## config.mk

```make
export PLATFORM = sky130hd
export DESIGN_NAME = mem_arbiter
export DESIGN_NICKNAME = d
export VERILOG_FILES = /design/src/rtl/mem_arbiter_pkg.sv /design/src/rtl/arb_pick.sv /design/src/rtl/mem_arbiter.sv
export SDC_FILE = /design/constraint.sdc
export NUM_CORES = 1
export LEC_CHECK = 0
export BUFFER_PORTS_ARGS = -buffer_cell sky130_fd_sc_hd__buf_2
export CELL_PAD_IN_SITES_DETAIL_PLACEMENT = 1
export CELL_PAD_IN_SITES_GLOBAL_PLACEMENT = 2
export CORE_AREA = 4 4 288 290
export CTS_CLUSTER_SIZE = 40
export DETAILED_ROUTE_END_ITERATION = 12
export DIE_AREA = 0 0 292 294
export PLACE_DENSITY = 0.59
export SLEW_MARGIN = 20
export SYNTH_ARGS = -nofsm -noshare
export SYNTH_HDL_FRONTEND = slang
export SYNTH_SLANG_ARGS = --single-unit
export TNS_END_PERCENT = 10
```

## constraint.sdc

```tcl
create_clock -name clk -period 1.1 [get_ports clk]
set_clock_uncertainty 0.15 [all_clocks]
set_input_delay 0.11 -clock clk [delete_from_list [all_inputs] [get_ports clk]]
set_output_delay 0.11 -clock clk [all_outputs]
set_load 0.1 [all_outputs]
```

## src/rtl/mem_arbiter_pkg.sv

```systemverilog
// Shared types and defaults for the memory-port arbiter and the caches around it.
// Holds the arbiter state encoding, the requester indices and the default bus widths.
package mem_arbiter_pkg;

    typedef enum logic {
        IDLE = 1'b0,
        BUSY = 1'b1
    } arb_state_t;

    localparam logic REQ_ICACHE = 1'b0;
    localparam logic REQ_DCACHE = 1'b1;

    localparam int DEF_ADDRESS_SIZE = 32;
    localparam int DEF_LINE_LENGTH  = 128;

endpackage

```

## src/rtl/arb_pick.sv

```systemverilog
// Grant selection between icache (0) and dcache (1); purely combinational.
// Latency: none. Backpressure: none, the caller samples the grant only when it can accept it.
// On a tie the requester that did not win last is chosen, so last_owner tied to 0 gives dcache-first.
module arb_pick
    import mem_arbiter_pkg::*;
(
    input  logic req0,
    input  logic req1,
    input  logic last_owner,
    output logic grant
);

    always_comb begin
        grant = REQ_ICACHE;
        if (req0 && req1) begin
            grant = ~last_owner;
        end else if (req1) begin
            grant = REQ_DCACHE;
        end
    end

endmodule

```

## src/rtl/mem_arbiter.sv

```systemverilog
// Shares the main-memory line port between icache (0) and dcache (1); optional MEM_ARBITER_ROUND_ROBIN_EN.
// Latency: request to mem_req one cycle; one IDLE re-arbitration cycle after every completion or abort.
// Backpressure: the owner holds req until its satisfied pulse; dropping req while BUSY aborts the grant.
module mem_arbiter
    import mem_arbiter_pkg::*;
#(
    parameter int ADDRESS_SIZE = DEF_ADDRESS_SIZE,
    parameter int LINE_LENGTH  = DEF_LINE_LENGTH
) (
    input  logic                    clk,
    input  logic                    reset,
    input  logic                    req0,
    input  logic [ADDRESS_SIZE-1:0] addr0,
    input  logic [LINE_LENGTH-1:0]  wdata0,
    input  logic                    write0,
    output logic                    satisfied0,
    input  logic                    req1,
    input  logic [ADDRESS_SIZE-1:0] addr1,
    input  logic [LINE_LENGTH-1:0]  wdata1,
    input  logic                    write1,
    output logic                    satisfied1,
    output logic [LINE_LENGTH-1:0]  result,
    output logic                    mem_req,
    output logic [ADDRESS_SIZE-1:0] mem_address,
    output logic [LINE_LENGTH-1:0]  mem_data,
    output logic                    mem_write,
    input  logic [LINE_LENGTH-1:0]  mem_result,
    input  logic                    mem_satisfied,
    output logic                    owner,
    output logic                    busy
);

    arb_state_t state;
    arb_state_t state_nxt;
    logic       pick;
    logic       last_owner;
    logic       req_own;
    logic       done;

    arb_pick u_pick (
        .req0       (req0),
        .req1       (req1),
        .last_owner (last_owner),
        .grant      (pick)
    );

    assign req_own = owner ? req1 : req0;
    assign done    = (state == BUSY) && mem_satisfied;

    always_ff @(posedge clk) begin
        if (reset) begin
            state <= IDLE;
            owner <= REQ_ICACHE;
        end else begin
            state <= state_nxt;
            if (state == IDLE && (req0 || req1)) begin
                owner <= pick;
            end
        end
    end

`ifdef MEM_ARBITER_ROUND_ROBIN_EN
    always_ff @(posedge clk) begin
        if (reset) begin
            last_owner <= REQ_DCACHE;
        end else if (done) begin
            last_owner <= owner;
        end
    end
`else
    assign last_owner = REQ_ICACHE;
`endif

    always_comb begin
        state_nxt = state;
        case (state)
            IDLE: if (req0 || req1) state_nxt = BUSY;
            BUSY: if (mem_satisfied || !req_own) state_nxt = IDLE;
            default: state_nxt = IDLE;
        endcase
    end

    // Outputs are squashed while reset is high so a completion coinciding with reset is dropped.
    always_comb begin
        busy        = (state == BUSY) && !reset;
        mem_req     = busy && req_own;
        mem_write   = mem_req && (owner ? write1 : write0);
        mem_address = busy ? (owner ? addr1 : addr0) : '0;
        mem_data    = busy ? (owner ? wdata1 : wdata0) : '0;
        satisfied0  = busy && (owner == REQ_ICACHE) && mem_satisfied;
        satisfied1  = busy && (owner == REQ_DCACHE) && mem_satisfied;
        result      = mem_result;
    end

endmodule

```

# Word-level counts from Yosys, hierarchy flattened
# Index checks and enable logic that the tools add are counted.
# totals
regBits,2
# classes
n_mux,11
bitwise_logic,2
n_reduce_logical,13
# ops
op,count
2-to-1 mux 128 bit,2
2-to-1 mux 32 bit,2
logical AND 1 bit,9
2-to-1 mux 1 bit,6
logical NOT 1 bit,2
logical OR 1 bit,2
NOT 1 bit,2
case mux 1 bit (2 select lines),1

# Depth between registers and ports, before layout
# Gate-level depths: netlist (run 1).
# logic_depth
ltp_word,5
mapped_depth,5

# By module
# From an unflattened synthesis (run 1), not the netlist that was laid out.
# unflattened
hier_cells,505
area_unflattened_um2,3724.8
# by_module_without_submodules
module,instances,cells_per_inst,area_each_um2,seq_area_each_um2
mem_arbiter,1,504,3713.6,40.0
arb_pick,1,1,11.3,0.0

# Least setup slack after synthesis (run 1)
# Ideal clock, no wire load.
# synth_timing
path_type,register to output
startpoint,reg owner
endpoint,out satisfied0
t_arrival_ns,3.440
path_slack_ns,-2.600
path_stages_with_launch,5
n_path_buf,3
cell_sequence,dfxtp_1 -> buf_4 -> buf_6 -> buf_6 -> nor3b_1
# synth_between
elab_chain_len,3
# synth_rtl
element,line,source
from (decl),mem_arbiter.sv:29,"output logic owner,"
from (signal assigned),mem_arbiter.sv:57,owner <= pick;
NOT 1 bit,mem_arbiter.sv:90,satisfied0 = busy && (owner == REQ_ICACHE) && mem_satisfied;
logical AND 1 bit (2 in a row),mem_arbiter.sv:90,
to (decl),mem_arbiter.sv:16,"output logic satisfied0,"
# Every way passes these cells.

# Worst setup path after layout (run 1)
# layout_timing
startpoint,reg owner
endpoint,out mem_data[55]
# layout_between
elab_chain_len,2
# layout_rtl
element,line,source
2-to-1 mux 128 bit (2 in a row),mem_arbiter.sv:89,mem_data = busy ? (owner ? wdata1 : wdata0) : '0;
to (decl),mem_arbiter.sv:25,"output logic [LINE_LENGTH-1:0] mem_data,"
# Every way passes these cells.

==> results by group, run 1 <==
Cells and area
  – Area delta synth->final: 175%
  – Final nets: 1,355
  – Layout cell share with drive strength beyond 1: 0.800
  – Fill cell total of the finished layout: 9,500
  – Commonest non-fill, non-tap cell in the layout: buf_2
  – Most frequent cells in the layout: buf_2, buf_12, mux2i_1, nor2_2, nor2_1
  – Fin cells: 1,962

Timing
  – RSZ-0062 raised after global routing: yes
  – Max Freq: 535 MHz
  – Fin. Hold Viols: 0
  – Minimum clock period: 1870 ps
  – Final setup TNS: -112,390 ps
  – Slew Viols, Final: 0
  – Final WS setup: -768 ps
  – Final setup viols: 168
  – Worst slew pin tran: 368 ps
  – Final period utilization: 1.70
  – Slew HR: 0.748
  – Fin Hold WS: 14.4 ps

Global routing
  – Largest net degree at the start of global routing: 32
  – Initial antenna violation count: 24
  – First-pass GRT wire length: 44.7 mm
  – Number of global-route vias before repair: 5,871
  – Gr ovfl total: 0
  – Total Routing Usage GR: 0.0725

Synth
  – Flops & latches, synth: 2
  – Mapped Area: 3700 um2
  – Synth top area cells: mux2i_1, buf_4, nor2_1
  – Post-Syn Instances: 506
  – Yosys top cell by area: mux2i_1
  – Synth cell types: 19
  – Seq/Total Area, Yosys: 0.0108
  – Area share of the largest cell type after synthesis: 0.436
  – Net Count, Synth: 961
  – Yosys warnings: 0
  – Syn_area_per_cell: 7.31 um2

CTS
  – Hold buffers post-CTS: 0
  – CTS tree: done
  – Cts bufs inserted: 3
  – Htree depth: 1
  – Worst-skew pair later-pin latency: 220 ps
  – Reg clk slew, reported paths: 30 ps
  – Max Buffers Root-to-Sink: 2
  – Clock Sinks: 2
  – CTS root buf: clkbuf_16

Floorplanning
  – Site Rows: 104
  – Ports: 749
  – Core area: 80,300 um2
  – Die height: 294 um
  – Die ar.: 85,800 um2
  – DIE WIDTH: 292 um
  – Starting Density: 0.0461

Placed design
  – Post-Place Cells: 1,949
  – Post-DP HPWL: 31.2 mm
  – Port Buf Inserts: 492
  – RePlAce Congestion: 0.812

Pwr
  – Leakage: 4.04 nW
  – Worst vdd ir: 0.490 mV
  – Pwr dens: 627 nW/um2

Critical path
  – Crit start category: flop
  – Crit-path max FO: 8
  – Most frequent cell on the critical path: buf_12
  – Cell Chain, Critical Path: buf_12 > buf_8 > clkbuf_16 > mux2i_1 > nor2_1 > buf_12
  – Required time worst endpoint: 840 ps
  – Arrival time worst endpoint: 1610 ps
  – Worst setup EP type: primary output
  – Slowest stage delay, CP: 380 ps
  – Worst reg2reg path depth: 5
  – Critical Setup Path Class: flop to primary output
  – Slowest cell on crit path: dfxtp_4

Drt
  – Vias per std cell: 2.64
  – Wire length per cell: 17.6 um
  – Drt total wl: 34.6 mm
  – Via count: 5,188
  – Residual DRC: 0
  – Number of detailed-route iterations in the first pass: 4
  – DRT iter0 DRCs: 53
  – Post-route antenna net violation count: 0

Min path
  – Hold Crit Class: primary input to flop
  – Hold Path Depth: 3

Run status
  – Violated checks: negative setup slack
  – Run status: complete, but fails checks

Run
  – Max Cap Violations: 0
[timing repair]
| action | 4_1_cts | 5_1_grt |
|---|---|---|
| gates resized for setup | 94 | 90 |
| endpoints found under the hold margin | 0 | 0 |
| endpoints found under the setup margin | 168 | 168 |
| pin swaps | 0 | 4 |
| cloned | 0 | 3 |
| buffers inserted | 2 | 2 |
[where the power goes]
part,switching [mW],internal [mW]
Sequential,0.0140,0.0798
Combinational,3.39,2.32
Clock,0.0971,0.478
[cells by family after synthesis]
kind of cell / share of synthesized area
simple gates: 0.176
buf+inv: 0.369
mux: 0.436
compound gates: 0.00812
flops: 0.0108
[cell type report]
type | instances | area, um2 | area share
flip-flops and latches | 2 | 45.0 | 0.00443
diodes | 3 | 7.51 | 0.000739
well taps | 1060 | 1330 | 0.131
clock buffers | 4 | 78.8 | 0.00776
repair buffers | 554 | 5740 | 0.565
multi-input cells | 336 | 2950 | 0.290
inverters | 3 | 13.8 | 0.00135
[registers in the layout, summed over array words and instances, names as in the netlist]
register / cells
state: 1
owner: 1
[through the flow]
step                cell area, um2  total power [mW]   util  setup WS [ps]
finish                       10200              6.38  0.127           -768
global route                 10200              6.66  0.126           -834
CTS                           9770              6.20  0.122           -838
detailed placement            9340              5.39  0.116           -830
global placement              9340              5.33  0.116           -827
floorplan                     3840              5.32      -          -1490
[Yosys cell counts]
library cell and number:
a21oi_1 3, and3_1 1, buf_12 11, buf_2 18
buf_4 132, buf_6 2, buf_8 2, dfxtp_1 2
inv_1 2, inv_2 1, mux2i_1 161, nand2_1 2
nand2b_1 1, nand3_1 1, nand3b_1 1, nor2_1 161
nor2b_1 1, nor3b_1 1, o21ai_1 3
[critical path: cells and delay by family (launching register included)]
family | cells | cell delay (ps)
mux | 1 | 110
buf+inv | 4 | 670
simple gates | 1 | 180
flops | 1 | 380
[path summary, 6_finish.rpt]
path / startpoint / end / slack [ps]
max reg2reg: owner$_SDFFE_PP0P_ / state$_SDFF_PP0_ / -260
max: owner$_SDFFE_PP0P_ / mem_data[55] / -770
min reg2reg: state$_SDFF_PP0_ / state$_SDFF_PP0_ / 530
min: reset / state$_SDFF_PP0_ / 10
[layer usage]
layer | share of wire | track usage
met1 | 0.37 | 0.0779
met2 | 0.49 | 0.128
met3 | 0.10 | 0.0312
met4 | 0.036 | 0.0232
met5 | 0.00058 | 0
Power figures use the tool's default switching activity.
==> run 2, diff against run 1 <==
--- a/config.mk
+++ b/config.mk
@@ -9,6 +9,7 @@
 export CELL_PAD_IN_SITES_DETAIL_PLACEMENT = 1
 export CELL_PAD_IN_SITES_GLOBAL_PLACEMENT = 2
 export CORE_AREA = 4 4 288 290
+export CTS_BUF_LIST = sky130_fd_sc_hd__clkbuf_8
 export CTS_CLUSTER_SIZE = 40
 export DETAILED_ROUTE_END_ITERATION = 12
 export DIE_AREA = 0 0 292 294
==> run 2 against run 1 <==
Net effect:
- the run still ends with negative setup slack left
- worst setup slack improved by 4.7 ps
- total power fell by 4.2%
- first-iteration DRC count rose by 11%
- maximum frequency rose by 0.25%
- largest cell class unchanged
- highest routed layer unchanged
==> results by group, run 2 (same netlist as run 1, synthesis figures left out) <==
Run status
  – Run status: complete, but fails checks
  – Violated checks: negative setup slack

Min path
  – Hold Crit Class: primary input to flop

Floorplanning
  – DIE WIDTH: 292 um
  – Die height: 294 um
  – Ports: 749
  – Starting Density: 0.0461
  – Core area: 80,300 um2
  – Die ar.: 85,800 um2
  – Site Rows: 104

Pwr
  – Logic pwr share: 0.933
  – Clock power share: 0.052
  – Worst vdd ir: 0.300 mV
  – Sw Share: 0.569
  – Pwr dens: 604 nW/um2
  – Leakage: 4.03 nW
  – Sw Pwr: 3.48 mW
  – Part of the power in registers: 0.015
  – Overall Power: 6.11 mW
  – Internal: 2.63 mW

Global routing
  – Gr ovfl total: 0
  – Total Routing Usage GR: 0.0724
  – Met2 Use GR: 0.128
  – Number of global-route vias before repair: 5,857
  – Busiest grt layer: met2
  – Routing usage on met1: 0.0779
  – Met3 global-route usage: 0.0312
  – Largest net degree at the start of global routing: 32
  – Initial antenna violation count: 24
  – First-pass GRT wire length: 44.6 mm

CTS
  – CTS root buf: clkbuf_8
  – CTS tree: done
  – Clock Sinks: 2
  – Worst-skew pair later-pin latency: 220 ps
  – Cts bufs inserted: 3
  – Reg clk slew, reported paths: 30 ps
  – Htree depth: 1
  – Max Buffers Root-to-Sink: 2

Critical path
  – Arrival time worst endpoint: 1600 ps
  – Worst setup EP type: primary output
  – Crit start category: flop
  – Required time worst endpoint: 840 ps
  – Crit-path max FO: 8
  – Critical Setup Path Class: flop to primary output

Drt
  – Drt total wl: 34.5 mm
  – Number of detailed-route iterations in the first pass: 4
  – Wire length per cell: 17.6 um
  – Post-route antenna net violation count: 0
  – Residual DRC: 0
  – Vias per std cell: 2.64
  – DRT iter0 DRCs: 59
  – Via count: 5,183

Timing
  – Slew Viols, Final: 0
  – Final WS setup: -763 ps
  – Max Freq: 537 MHz
  – Fin. Hold Viols: 0
  – Final setup viols: 168
  – Slew HR: 0.748
  – Worst slew pin tran: 368 ps
  – Final period utilization: 1.69
  – Minimum clock period: 1860 ps
  – Fin Hold WS: 21.4 ps
  – RSZ-0062 raised after global routing: yes

Placed design
  – RePlAce Congestion: 0.812
  – DP Area: 9340 um2
  – Post-DP HPWL: 31.2 mm
  – Port Buf Inserts: 492

Cells and area
  – Area delta synth->final: 174%
  – Commonest non-fill, non-tap cell in the layout: buf_2
  – Final nets: 1,355
  – Most frequent cells in the layout: buf_2, buf_12, mux2i_1, nor2_2, nor2_1
  – Layout cell share with drive strength beyond 1: 0.795
  – Final std cell area, no fill: 10,100 um2
  – Biggest regs: owner: 1 flops, state: 1 flops

Run
  – Max Cap Violations: 0
==> run 2: cell count changes in the layout (fill, tap and decap cells not counted) <==
cell,delta
clkbuf_1,-1
clkbuf_16,-3
clkbuf_8,+3
inv_1,+1
mux2i_1,+2
mux2i_2,-2
nor2_1,+2
nor2_2,-2
==> run 2: final timing paths <==
check        depth (start not counted)               start               end  slack, ps
max                                  6  owner$_SDFFE_PP0P_      mem_data[55]       -760
min                                  3               reset  state$_SDFF_PP0_         20
max reg2reg                          5  owner$_SDFFE_PP0P_  state$_SDFF_PP0_       -260
min reg2reg                          4    state$_SDFF_PP0_  state$_SDFF_PP0_        530
==> run 2: worst max-delay path, cell delays in order (launching register included) <==
cell       delay (ps)
dfxtp_4           380
buf_12            160
buf_8             140
clkbuf_16         160
mux2i_1           110
nor2_1            180
buf_12            210
==> run 2: what timing repair did <==
action                     4_1_cts  5_1_grt
gates cloned                     0        3
hold buffers                     0        0
gates resized for setup         87       93
setup endpoints to repair      168      168
buffers inserted                 2        2
pin swaps                        0        4
==> run 2: final cells by class <==
class | instances | area, um2
Tap cell | 1060 | 1330
Fill cell | 9511 | 70200
Clock buffer | 3 | 41.3
Clock inverter | 1 | 3.75
Inverter | 3 | 13.8
Timing Repair Buffer | 554 | 5740
Sequential cell | 2 | 45.0
Multi-Input combinational cell | 336 | 2940
Antenna cell | 3 | 7.51
==> run 2: power by group through the flow <==
stage / clock network (mW) / logic [mW] / registers, mW
floorplan: 0 / 5.22 / 0.105
global placement: 0 / 5.24 / 0.0872
detailed placement: 0 / 5.30 / 0.0877
CTS: 0.324 / 5.52 / 0.0887
global route: 0.334 / 5.95 / 0.0964
finish: 0.317 / 5.70 / 0.0938
==> run 2: per-stage QoR <==
| step | util | setup TNS (ps) | setup slack, ps | std cells |
|---|---|---|---|---|
| 5_1_grt | 0.126 | -124650 | -828 | 1960 |
| 3_3_place_gp | 0.116 | -75740 | -827 | 1949 |
| 6_report | 0.126 | -111750 | -763 | 1962 |
| 4_1_cts | 0.121 | -113410 | -836 | 1955 |
| 2_1_floorplan | - | -229190 | -1490 | 506 |
| 3_5_place_dp | 0.116 | -78940 | -830 | 1949 |
==> run 2: metal layers <==
metal | vias to the layer above | routed length, um | share of wire
met1 | 2283 | 12700 | 0.37
li1 | 2320 | - | -
met2 | 472 | 17000 | 0.49
met3 | 104 | 3570 | 0.10
met4 | 4 | 1260 | 0.036
met5 | - | 20 | 0.00058
==> run 3, diff against run 2 <==
--- a/config.mk
+++ b/config.mk
@@ -8,12 +8,12 @@
 export BUFFER_PORTS_ARGS = -buffer_cell sky130_fd_sc_hd__buf_2
 export CELL_PAD_IN_SITES_DETAIL_PLACEMENT = 1
 export CELL_PAD_IN_SITES_GLOBAL_PLACEMENT = 2
-export CORE_AREA = 4 4 288 290
+export CORE_AREA = 2 2 294 296
 export CTS_BUF_LIST = sky130_fd_sc_hd__clkbuf_8
 export CTS_CLUSTER_SIZE = 40
 export DETAILED_ROUTE_END_ITERATION = 12
-export DIE_AREA = 0 0 292 294
-export PLACE_DENSITY = 0.59
+export DIE_AREA = 0 0 296 298
+export PLACE_DENSITY = 0.57
 export SLEW_MARGIN = 20
 export SYNTH_ARGS = -nofsm -noshare
 export SYNTH_HDL_FRONTEND = slang
==> run 3 against run 2 <==
Net effect:
- the flow still finishes with violations (negative setup slack)
- via count rose by 1.8%
- maximum frequency shrank 0.38%
- register-to-register slack better by 100 ps
- first-iteration DRC count rose by 25%
- worst setup slack lost 7.1 ps
==> results by group, run 3 (same netlist as run 1, synthesis figures left out) <==
Global routing
  – Gr ovfl total: 0
  – Total Routing Usage GR: 0.0699
  – First-pass GRT wire length: 43.1 mm
  – Number of global-route vias before repair: 5,844
  – Initial antenna violation count: 35
  – Largest net degree at the start of global routing: 77

Run status
  – Run status: complete, but fails checks
  – Violated checks: negative setup slack

Drt
  – Vias per std cell: 2.58
  – Residual DRC: 0
  – Wire length per cell: 16.1 um
  – Drt total wl: 33.1 mm
  – Number of detailed-route iterations in the first pass: 4
  – Via count: 5,274
  – Post-route antenna net violation count: 0
  – DRT iter0 DRCs: 74

Floorplanning
  – Starting Density: 0.0436
  – Die ar.: 88,200 um2
  – Die height: 298 um
  – Site Rows: 107
  – DIE WIDTH: 296 um
  – Ports: 749
  – Core area: 84,900 um2

Timing
  – Final setup viols: 168
  – Final setup TNS: -112,720 ps
  – Fin Hold WS: 17.2 ps
  – RSZ-0062 raised after global routing: yes
  – Minimum clock period: 1870 ps
  – Slew Viols, Final: 0
  – Max Freq: 535 MHz
  – Final period utilization: 1.70
  – Final WS setup: -770 ps
  – Slew HR: 0.700
  – Fin. Hold Viols: 0
  – Worst slew pin tran: 451 ps

CTS
  – Worst-skew pair later-pin latency: 220 ps
  – CTS root buf: clkbuf_8
  – Cts bufs inserted: 3
  – Max Buffers Root-to-Sink: 2
  – CTS tree: done
  – Reg clk slew, reported paths: 30 ps
  – Htree depth: 1
  – Clock Sinks: 2

Pwr
  – Logic pwr share: 0.931
  – Clock power share: 0.054
  – Sw Pwr: 3.47 mW
  – Part of the power in registers: 0.015
  – Worst vdd ir: 0.230 mV
  – Internal: 2.70 mW
  – Pwr dens: 598 nW/um2
  – Leakage: 4.08 nW
  – Sw Share: 0.563

Placed design
  – DP Area: 9350 um2
  – Placement Setup Slack: -582 ps
  – RePlAce Congestion: 0.791
  – Port Buf Inserts: 492
  – Post-DP HPWL: 28.9 mm

Cells and area
  – Final nets: 1,358
  – Commonest non-fill, non-tap cell in the layout: buf_2
  – Layout cell share with drive strength beyond 1: 0.769
  – Most frequent cells in the layout: buf_2, buf_12, mux2i_1, nor2_1, nor2_2
  – Final std cell area, no fill: 10,300 um2
  – Fill cell total of the finished layout: 10,100
  – Area delta synth->final: 179%
  – Biggest regs: owner: 1 flops, state: 1 flops

Min path
  – HP Start: reset
  – Hold Crit Class: primary input to flop

Critical path
  – Crit-path max FO: 76
  – FF-to-FF Start: owner$_SDFFE_PP0P_
  – Arrival time worst endpoint: 1610 ps
  – Worst Setup SP: state$_SDFF_PP0_
  – Critical Setup Path Class: flop to primary output
  – Crit start category: flop
  – Worst setup EP type: primary output
  – Required time worst endpoint: 840 ps

Run
  – Max Cap Violations: 0
run 3: cell count changes in the layout (fill, tap and decap cells not counted), sizes merged:
| cell | delta |
|---|---|
| buf | +6 |
| clkbuf | -3 |
| diode | -1 |
run 3: stage by stage:
step / power, mW / util / instances
floorplan: 5.32 / - / 506
global placement: 5.22 / 0.110 / 2031
detailed placement: 5.27 / 0.110 / 2031
CTS: 6.14 / 0.119 / 2043
global route: 6.47 / 0.122 / 2046
finish: 6.18 / 0.122 / 2048
run 3: path summary, 6_finish.rpt:
path	slack [ps]	end	cells after the start
worst min register to register	460	state$_SDFF_PP0_	3
worst max-delay path	-770	mem_data[71]	4
worst min-delay path	20	state$_SDFF_PP0_	3
worst max register to register	-160	owner$_SDFFE_PP0P_	5
run 3: timing repair:
item                                    4_1_cts  5_1_grt
buffers inserted                              6        3
pin swaps                                     6        3
hold buffers                                  0        0
resized for setup                           134       54
cloned                                        3        0
endpoints found under the setup margin      168      168
run 3: routing by layer:
metal	up-vias	share of wire	global-route usage	wire [um]
met5	-	0.0020	0	66
met4	10	0.037	0.0206	1220
met3	120	0.11	0.0279	3800
met2	482	0.49	0.127	16100
met1	2333	0.36	0.0734	11800
li1	2329	-	-	-
run 3: final cells by class:
type,instances,area [um2],share of cell area
antenna,2,5.00,0.000485
clock buffer,3,41.3,0.00400
inverter,3,11.3,0.00109
tap,1144,1430,0.139
clock inverter,1,3.75,0.000364
timing repair buffer,557,5830,0.565
sequential,2,45.0,0.00436
multi-input combinational,336,2960,0.286
run 3: power by group through the flow:
| stage | sequential (mW) | clock (mW) | combinational, mW |
|---|---|---|---|
| 4_1_cts | 0.0913 | 0.359 | 5.68 |
| 3_5_place_dp | 0.0902 | 0 | 5.18 |
| 2_1_floorplan | 0.105 | 0 | 5.22 |
| 5_1_grt | 0.0931 | 0.376 | 6.00 |
| 6_report | 0.0914 | 0.334 | 5.75 |
| 3_3_place_gp | 0.0891 | 0 | 5.13 |
run 3: critical path, stage by stage (launching register included):
cell      delay, ps
dfxtp_2         370
nand2b_4         90
buf_16          200
nor2_1          380
buf_12          220
